## src/rtl/bcd_pkg.sv

```systemverilog
// Shared BCD digit constants and helpers for the N-digit counter.
package bcd_pkg;

  localparam int unsigned BCD_W = 4;
  localparam logic [BCD_W-1:0] BCD_MAX = 4'd9;
  localparam logic [BCD_W-1:0] BCD_MIN = 4'd0;

  // Clamp a raw nibble into the legal BCD range.
  function automatic logic [BCD_W-1:0] bcd_sat(input logic [BCD_W-1:0] d);
    return (d > BCD_MAX) ? BCD_MAX : d;
  endfunction

endpackage

```

## src/rtl/bcd_digit.sv

```systemverilog
// Single BCD digit: up/down step with wrap, sync clear and sanitised load.
module bcd_digit
  import bcd_pkg::*;
(
  input  logic             clk,
  input  logic             rst,
  input  logic             ena_in,
  input  logic             up_dn,
  input  logic             clr,
  input  logic             load,
  input  logic [BCD_W-1:0] d_in,
  output logic [BCD_W-1:0] q,
  output logic             at_lim
);

  assign at_lim = up_dn ? (q == BCD_MAX) : (q == BCD_MIN);

  always_ff @(posedge clk or negedge rst) begin
    if (!rst) begin
      q <= '0;
    end else if (clr) begin
      q <= '0;
    end else if (load) begin
      q <= bcd_sat(d_in);
    end else if (ena_in) begin
      if (up_dn) q <= (q == BCD_MAX) ? BCD_MIN : q + 4'd1;
      else       q <= (q == BCD_MIN) ? BCD_MAX : q - 4'd1;
    end
  end

endmodule

```

## src/rtl/bcd_counter_n.sv

```systemverilog
// N-digit BCD up/down counter with wrap/saturate, terminal-count pulse,
// sticky overflow and load validation.
module bcd_counter_n
  import bcd_pkg::*;
#(
  parameter int unsigned NDIGITS = 4,
  parameter bit          WRAP    = 1'b1
) (
  input  logic                     clk,
  input  logic                     rst,
  input  logic                     ena,
  input  logic                     up_dn,
  input  logic                     clr,
  input  logic                     load,
  input  logic [BCD_W*NDIGITS-1:0] load_data,
  output logic [BCD_W*NDIGITS-1:0] q,
  output logic [NDIGITS-1:0]       dig_ena,
  output logic                     tc,
  output logic                     ovf,
  output logic                     load_err
);

  logic [NDIGITS-1:0] at_lim;
  logic [NDIGITS-1:0] step_ena;
  logic               term_evt;
  logic               load_bad;

  always_comb begin
    dig_ena    = '0;
    dig_ena[0] = ena & ~clr & ~load;
    for (int unsigned i = 1; i < NDIGITS; i++) begin
      dig_ena[i] = dig_ena[i-1] & at_lim[i-1];
    end
  end

  // The top of the chain already folds in ena and the clr/load gating.
  assign term_evt = dig_ena[NDIGITS-1] & at_lim[NDIGITS-1];

  // Saturating mode: suppress every digit step on a terminal event so q holds.
  assign step_ena = (term_evt && (WRAP == 1'b0)) ? '0 : dig_ena;

  always_comb begin
    load_bad = 1'b0;
    for (int unsigned i = 0; i < NDIGITS; i++) begin
      if (load_data[BCD_W*i +: BCD_W] > BCD_MAX) load_bad = 1'b1;
    end
  end

  for (genvar g = 0; g < NDIGITS; g++) begin : g_digit
    bcd_digit u_digit (
      .clk    (clk),
      .rst    (rst),
      .ena_in (step_ena[g]),
      .up_dn  (up_dn),
      .clr    (clr),
      .load   (load),
      .d_in   (load_data[BCD_W*g +: BCD_W]),
      .q      (q[BCD_W*g +: BCD_W]),
      .at_lim (at_lim[g])
    );
  end

  always_ff @(posedge clk or negedge rst) begin
    if (!rst) begin
      tc       <= 1'b0;
      ovf      <= 1'b0;
      load_err <= 1'b0;
    end else if (clr) begin
      tc       <= 1'b0;
      ovf      <= 1'b0;
      load_err <= 1'b0;
    end else if (load) begin
      tc       <= 1'b0;
      load_err <= load_bad;
    end else begin
      tc       <= term_evt;
      load_err <= 1'b0;
      if (term_evt) ovf <= 1'b1;
    end
  end

endmodule
```

## config.mk

```make
export PLATFORM = sky130hd
export DESIGN_NAME = bcd_counter_n
export DESIGN_NICKNAME = d
export VERILOG_FILES = /design/src/rtl/bcd_pkg.sv /design/src/rtl/bcd_digit.sv /design/src/rtl/bcd_counter_n.sv
export SDC_FILE = /design/constraint.sdc
export NUM_CORES = 1
export LEC_CHECK = 0
export CAP_MARGIN = 40
export CORE_MARGIN = 5
export CORE_UTILIZATION = 45
export DETAILED_ROUTE_END_ITERATION = 6
export GPL_TIMING_DRIVEN = 0
export HOLD_SLACK_MARGIN = 0.03
export PLACE_DENSITY = 0.83
export SLEW_MARGIN = 20
export SYNTH_ARGS = -nofsm -noshare
export SYNTH_HDL_FRONTEND = slang
export SYNTH_SLANG_ARGS = --single-unit
export TNS_END_PERCENT = 30
```

## constraint.sdc

```tcl
create_clock -name clk -period 3.1 [get_ports clk]
set_input_delay 0.465 -clock clk [delete_from_list [all_inputs] [get_ports clk]]
set_output_delay 0.465 -clock clk [all_outputs]
set_load 0.03 [all_outputs]
```

==> results of run 1 <==
==> layer usage <==
metal  up-vias  global-route usage, %
met3        18                   3.28
met5         -                      0
met1       861                   24.3
met4         0                   7.65
met2        84                   30.1
li1        923                      -
==> stage by stage <==
stage,instance area (um^2),setup TNS (ns),cells,hold WS [ns]
finish,2350,0,327,0.523
global route,2350,0,327,0.560
CTS,2340,0,325,0.534
detailed placement,2300,-0.0740,321,0.503
global placement,2290,-0.0748,320,0.507
floorplan,1820,0,229,0.169
==> worst paths after layout <==
kind	startpoint	end	slack, ns	cells past startpoint
max in group asynchronous	rst	g_digit[3].u_digit.q[1]	2.13	2
worst max-delay path	g_digit[0].u_digit.q[0]	dig_ena[3]	0.20	9
worst max register to register	g_digit[0].u_digit.q[0]	g_digit[1].u_digit.q[2]	0.76	7
worst min-delay path	rst	load_err	0.52	1
worst min register to register	ovf	ovf	0.53	1
min in group clk	ovf	ovf	0.53	1
==> cells by family after synthesis <==
kind of cell	count (synthesis)	synth area share [%]
simple gates	82	23.8
xor+xnor	5	2.41
mux	5	2.96
buf+inv	32	8.48
compound gates	75	28.5
fa+ha+maj	11	7.58
flops	19	26.2
==> cell usage in the layout (no fill, tap or decap), types with 10 or more instances in the layout <==
cell type                         count
sky130_fd_sc_hd__clkbuf_1            11
sky130_fd_sc_hd__dfrtp_1             19
sky130_fd_sc_hd__nor2_1              21
sky130_fd_sc_hd__clkdlybuf4s50_1     38
sky130_fd_sc_hd__o21ai_0             16
sky130_fd_sc_hd__inv_1               12
sky130_fd_sc_hd__nand2_1             12
sky130_fd_sc_hd__a21oi_1             20
sky130_fd_sc_hd__ha_1                11
sky130_fd_sc_hd__nand3_1             10
==> timing repair <==
| item | in CTS | in global routing |
|---|---|---|
| resized for setup | 4 | 2 |
| endpoints found under the setup margin | 3 | 2 |
| pin swaps | 0 | 1 |
| setup buffers | 0 | 2 |
==> registers in the layout, indices dropped and copies added (netlist names) <==
| register | flops |
|---|---|
| g_digit.u_digit.q | 16 |
| load_err | 1 |
| ovf | 1 |
| tc | 1 |
==> worst register-to-register path, stage by stage, from the launching register on <==
cell and delay (ns):
sky130_fd_sc_hd__dfrtp_1 0.47, sky130_fd_sc_hd__inv_1 0.14, sky130_fd_sc_hd__ha_1 0.22, sky130_fd_sc_hd__or3b_1 0.43, sky130_fd_sc_hd__a21oi_1 0.27, sky130_fd_sc_hd__nand2_1 0.15
sky130_fd_sc_hd__a2111oi_0 0.41, sky130_fd_sc_hd__a21oi_1 0.12
==> synth_stat cells (all sizes together), types with 4 or more instances <==
library cell / instances
nand2: 13
nand3: 10
a31oi: 5
nor3: 5
o31ai: 4
clkbuf: 10
buf: 10
o22ai: 4
a21oi: 21
inv: 12
nand2b: 8
nor2b: 6
ha: 11
nor2: 21
o21ai: 16
dfrtp: 19
==> where the power goes <==
group / total, W / internal (W) / leakage (nW) / switching, W
clock network: 0.000182 / 0.0000917 / 0.0228 / 0.0000906
logic: 0.000345 / 0.000154 / 0.686 / 0.000191
registers: 0.000290 / 0.000267 / 0.250 / 0.0000238
==> layout make-up <==
class | instances | area (um^2)
Fill cell | 358 | 1590
Multi-Input combinational cell | 178 | 1190
Sequential cell | 19 | 475
Timing Repair Buffer | 44 | 430
Buffer | 20 | 109
Tap cell | 50 | 62.6
Clock buffer | 4 | 45.0
Inverter | 12 | 45.0
==> metrics list, run 1 <==
* Leakage power: 0.959 nW
- Total power divided by cell area: 347 nW/um^2
* Maximum frequency from static timing analysis: 344 MHz
* RSZ-0062 raised after global routing: no
- Core footprint: 3940 um^2
- Maximum number of pins on one net before global-route repair: 12
- For this run, the slowest stage of the critical path takes 0.47 ns.
- Global routing used 18.6% of the available tracks.
- Clock-pin slew was measured on the worst setup and hold paths at 0.08 ns.
* Avg Inst Size Synth: 7.93 um^2
- The initial utilization of the core area, before any placement, comes to 46.0%.
- Worst setup EP type: primary output
* Tcrit/Tclk final: 93.6%
- The initial antenna violation count was 0.
* Total of endpoints with negative setup slack in the final report: 0
- TritonCTS sink count: 19
- Top Layer Used: met4
- After detailed routing, the average wire length per cell comes to 14.7 um.
- The biggest area contributor in the post-synthesis netlist is sky130_fd_sc_hd__dfrtp_1.
* Worst slack, placed: -0.0740 ns
* Inserted Clock Buffers: 3
- Summed over all layers, the routed wires come to 4820 um.
- In this run the deepest clock path goes through 2 buffers.
- TritonCTS clock tree: built
- Main synth FF type: sky130_fd_sc_hd__dfrtp_1
* Post-route core utilization: 59.7%
- Die extent in y: 73.5 um
- Number of cell rows: 23
- The worst setup path is launched from a flip-flop.
- Root Driver: sky130_fd_sc_hd__clkbuf_8
- Status: complete, no violations
- Synthesis warning total: 0
- After synthesis, the share of flip-flops with an asynchronous set or reset is 100%.
- Number of flops mapped to enable cells by yosys: 0
- The number of global-route vias before repair came to 1748.
- On the critical path the largest part of the delay comes from simple AND/OR/NAND/NOR gates.
* Drt pass-1 iters: 4
- Summing every instance area after synthesis gives 1820 um^2.
- STA puts the critical path data required time at 2.63 ns.
- Mean number of vias per cell: 5.77
- The first global-routing pass estimated 7990 um of wire.
- The clock reaches the later pin of the worst-skew pair after 0.26 ns.
- Gate count of the mapped netlist: 229
* Worst path buffer plus inverter count: 3
- Of the post-synthesis cell area, the dominant cell type holds 26.2%.
* Cell with the largest stage delay on the worst path: sky130_fd_sc_hd__dfrtp_1
* Part of the Yosys area used for sequential elements: 26.2%
- The design draws 0.000817 W.
- Highest ir drop seen on vdd: 0.000171 V
- Routed length on met2: 2180 um
* Final Worst Setup Slack: 0.197 ns
* Placer congestion estimate: 0.871
* Post-detailed-route DRC marker count: 0
- Unique masters post-synth: 56
* Max_cap viols: 0
* Count of vias placed by the detailed router: 1886
- Die Outline Area: 5400 um^2
- The min-delay analysis places its worst path in the category input pin to asynchronous set/reset pin.
- Total met3 wirelength after detailed routing: 381 um
* DRT iter0 DRCs: 169
- The count of nets left with antenna violations once routing finished came out at 0.
- Global routing finished with a remaining overflow of 0.
* Max-Slew Margin vs Limit: 56.5%
- Top cell by count, worst path: sky130_fd_sc_hd__buf_4
* Count of final hold-check violations: 0
- Layout cell share with drive strength beyond 1: 10.8%
* Nets: 311
* CP arrival: 2.44 ns
- Net count of the mapped netlist: 262
- In this run the number of H-tree levels came out at 1.
* Cts hold-fix bufs: 0
- After layout, the minimum clock period comes to 2.90 ns.
- In the post-synthesis netlist, the biggest area contributors are sky130_fd_sc_hd__dfrtp_1, sky130_fd_sc_hd__ha_1, sky130_fd_sc_hd__a21oi_1.
* Path type of the worst setup path: flip-flop to primary output
- ANT cells: 0
- After legalization and detailed placement, the total HPWL measured 3640 um.
* Count of buffers inserted at the top-level ports: 41
* Count of pins over their slew limit: 0
- For the pin with the worst max-slew slack, the measured transition is 0.649 ns.
- The clock arrives with 0.00309 ns of skew.
- Die W: 73.5 um
* Maximum net fanout on the critical path: 9
* Number of top-level pins: 45
- Met1 Wirelength: 2150 um
- Cell-by-cell listing of the critical path: inv_1 -> ha_1 -> or3b_1 -> a21oi_4 -> nand2_2 -> nor2_1 -> and2_1 -> buf_4 -> buf_4
* Area grow syn2layout: 29.6%
* FF+latch count, synth: 19
(Power assumes the default switching activity.)
==> run 2: changes to the inputs <==
--- a/config.mk
+++ b/config.mk
@@ -5,13 +5,15 @@
 export SDC_FILE = /design/constraint.sdc
 export NUM_CORES = 1
 export LEC_CHECK = 0
+export ABC_AREA = 1
 export CAP_MARGIN = 40
 export CORE_MARGIN = 5
-export CORE_UTILIZATION = 45
+export CORE_UTILIZATION = 54
+export CTS_CLUSTER_DIAMETER = 150
 export DETAILED_ROUTE_END_ITERATION = 6
 export GPL_TIMING_DRIVEN = 0
 export HOLD_SLACK_MARGIN = 0.03
-export PLACE_DENSITY = 0.83
+export PLACE_DENSITY = 0.95
 export SLEW_MARGIN = 20
 export SYNTH_ARGS = -nofsm -noshare
 export SYNTH_HDL_FRONTEND = slang
==> run 2 against run 1 <==
  * Clock skew increased by 0.0016 ns
  * Maximum frequency rose by 0.83%
  * Final cell count increased by 12%
  * Die area fell by 14%
  * Largest cell class unchanged
  * Largest power group unchanged
  * Worst setup slack improved by 0.024 ns
  * Via count is 2.8% higher
  * Non-clock buffer count down 13
  * Sequential power rose by 6.9%
  * Combinational power up 6.7%
==> metrics list, run 2 <==
* Number of cell rows: 21
- The commonest cells after synthesis are sky130_fd_sc_hd__nand2_1, sky130_fd_sc_hd__inv_1, sky130_fd_sc_hd__nand3_1.
- Worst setup EP type: primary output
* Worst path buffer plus inverter count: 3
* Count of final hold-check violations: 0
- Setup violations remaining at the end of the flow were counted as 0.
- The detailed router placed 1938 vias in this run.
- RSZ-0062 raised after global routing: no
* Avg Inst Size Synth: 6.63 um^2
- The tree is rooted in a sky130_fd_sc_hd__clkbuf_4.
* Top reg by flops: g_digit.u_digit.q
- Maximum net fanout on the critical path: 6
- Path type of the worst setup path: flip-flop to primary output
- Pin placement for this block handled 45 I/O pins.
- Placer congestion estimate: 0.923
* Count of buffers inserted at the top-level ports: 41
- Counting distinct cell types in the post-synthesis netlist gives 32.
- Drt pass-1 iters: 4
- The number of nets in the synthesized netlist is 308.
- Most repeated cell in the gate-level netlist after synthesis: sky130_fd_sc_hd__nand2_1
- After synthesis, the cell types taking the most area are sky130_fd_sc_hd__dfrtp_1, sky130_fd_sc_hd__nand2_1, sky130_fd_sc_hd__nand3_1.
* Max-Slew Margin vs Limit: 66.2%
- The floorplan step set the die height to 68.1 um.
- Final HPWL DP: 3690 um
- The first routing iteration left 199 violations.
- Of all flip-flops after synthesis, the portion carrying an async set or reset was 100%.
- In this run the remaining antenna-violating nets after routing total 0.
* Cell area after synthesis: 1820 um^2
* Post-route core utilization: 70.6%
- Clock-pin transition on the worst setup and hold timing paths: 0.12 ns
- STA classifies the critical path startpoint as a flip-flop.
- Timing would allow up to 347 MHz.
- Buffers inserted during clock tree synthesis total 3.
* Total power divided by cell area: 346 nW/um^2
- Yosys printed 0 warnings.
- Of all cell types, the one taking the most synthesized area is sky130_fd_sc_hd__dfrtp_1.
* Worst setup slack for register-to-register paths: 1.38 ns
- The initial antenna violation count came to 0.
* Global-route wire length before repair: 7730 um
* CP arrival: 2.41 ns
* Later-pin clock latency in the skew report: 0.31 ns
- Final critical-path required period: 2.88 ns
* Part of the Yosys area used for sequential elements: 26.1%
* Mean number of vias per cell: 5.28
- Layout cell share with drive strength beyond 1: 10.6%
- The initial utilization of the core area, before any placement, comes to 55.1%.
- In this run the number of H-tree levels came out at 1.
- Highest ir drop seen on vdd: 0.000222 V
* Max_cap viols: 0
- Worst-Margin Slew: 0.506 ns
- Clock skew on the completed layout was measured at 0.00473 ns.
- The register with the most flip-flops in the layout has 16 of them.
* GRT Resource Usage Total: 21.6%
* Final total negative setup slack: 0 ns
- Nets: 355
- Number of flops mapped to enable cells by yosys: 0
- The final number of max-transition violations is 0.
* TritonCTS clock tree: built
- The library cell used most frequently in the layout, excluding fill and tap cells, is sky130_fd_sc_hd__nand2_1.
- For the worst setup path, the data required time is 2.63 ns.
* GRT overflow: 0
- Among all flip-flop cells after synthesis, the most frequent one is sky130_fd_sc_hd__dfrtp_1.
- FF+latch count, synth: 19
- Cell type group with the largest total delay on the critical path: buffers and inverters
- In this design, the stage delay of the slowest critical-path cell is 0.65 ns.
* Cts hold-fix bufs: 0
* TritonCTS sink count: 19
- Area grow syn2layout: 28.1%
- In the synthesized netlist, the number of instances is 275.
* Cell-by-cell listing of the critical path: inv_1 -> ha_1 -> nand4_1 -> nand2_1 -> nand2_4 -> nor2_8 -> buf_4 -> clkdlybuf4s50_1
* Die Outline Area: 4640 um^2
- In the finished design, the share of the clock period the worst path needs comes to 92.9%.
* Core footprint: 3310 um^2
* Wire length reported by the detailed router: 4630 um
- Commonest non-fill, non-tap cells in the layout: sky130_fd_sc_hd__nand2_1, sky130_fd_sc_hd__clkdlybuf4s50_1, sky130_fd_sc_hd__inv_1
- 0 antenna diodes ended up in the layout.
- The worst hold path belongs to the class input pin to asynchronous set/reset pin.
- The number of global-route vias before repair was 1812.
- Entering global routing, the biggest net connects 14 pins.
- Wire per inst: 12.6 um
* Leakage power: 1.25 nW
- Cell with the largest stage delay on the worst path: sky130_fd_sc_hd__clkdlybuf4s50_1
- The die is 68.1 um wide.
* Status: complete, no violations
- For this run, design rule violations remaining after detail routing come to 0.
- Area share of the leading cell type in the synthesized netlist: 26.1%
- Clock tree buffer depth: 2
- The filler cells instantiated in the layout total 292.
-- run 2: cell count changes in the layout (fill, tap and decap cells not counted), moves of 6 or more --
cell	delta
sky130_fd_sc_hd__nor2b_1	-6
sky130_fd_sc_hd__nand3_1	+24
sky130_fd_sc_hd__nand2b_1	-8
sky130_fd_sc_hd__inv_1	+24
sky130_fd_sc_hd__a21oi_1	-11
sky130_fd_sc_hd__nand2_1	+61
sky130_fd_sc_hd__clkbuf_1	-10
-- run 2: final cells by class --
| class | count | area (um^2) | area share (%) |
|---|---|---|---|
| multi-input cells | 206 | 1120 | 48.1 |
| flip-flops and latches | 19 | 475 | 20.3 |
| repair buffers | 42 | 428 | 18.3 |
| inverters | 41 | 156 | 6.69 |
| plain buffers | 9 | 68.8 | 2.94 |
| well taps | 46 | 57.6 | 2.46 |
| clock buffers | 3 | 22.5 | 0.964 |
| clock inverters | 1 | 5.00 | 0.214 |
-- run 2: path summary, 6_finish.rpt --
path / from / to / cells after the start
worst min register to register: ovf / ovf / 2
worst max register to register: g_digit[2].u_digit.q[0] / g_digit[3].u_digit.q[3] / 12
max in group asynchronous: rst / g_digit[2].u_digit.q[3] / 2
worst min-delay path: rst / g_digit[3].u_digit.q[0] / 1
min in group clk: clr / ovf / 4
worst max-delay path: g_digit[0].u_digit.q[0] / dig_ena[2] / 8
-- run 2: logic make-up after synthesis --
family / share of synthesized area [%]
compound gates: 11.0
buf+inv: 12.3
xor+xnor: 1.92
flops: 26.1
fa+ha+maj: 7.54
simple gates: 41.1
-- run 2: layer usage --
layer  vias to the layer above  track usage [%]  routed length [um]
met5                         -                0                   0
met4                         0             5.21                  35
met3                         5             2.96                 397
met2                        81             38.3                2240
met1                       882             27.4                1950
li1                        970                -                   -
-- run 2: repair_timing --
action | 4_1_cts | 5_1_grt
endpoints found under the setup margin | 0 | 1
setup buffers | 0 | 0
gates resized for setup | 0 | 1
-- run 2: report_power, final --
group	internal [W]	switching, W	leakage [nW]
registers	0.000271	0.0000386	0.248
logic	0.000148	0.000220	0.986
clock network	0.0000483	0.0000841	0.0177
-- run 2: metrics by stage --
step	setup slack, ns	std cells	total power [W]	instance area [um^2]	hold slack [ns]
3_3_place_gp	0.334	362	0.000668	2290	0.485
4_1_cts	0.0830	367	0.000810	2330	0.434
5_1_grt	0.0746	367	0.000868	2340	0.437
3_5_place_dp	0.310	363	0.000679	2310	0.491
2_1_floorplan	0.990	275	0.000551	1820	0.169
6_report	0.221	367	0.000810	2340	0.427
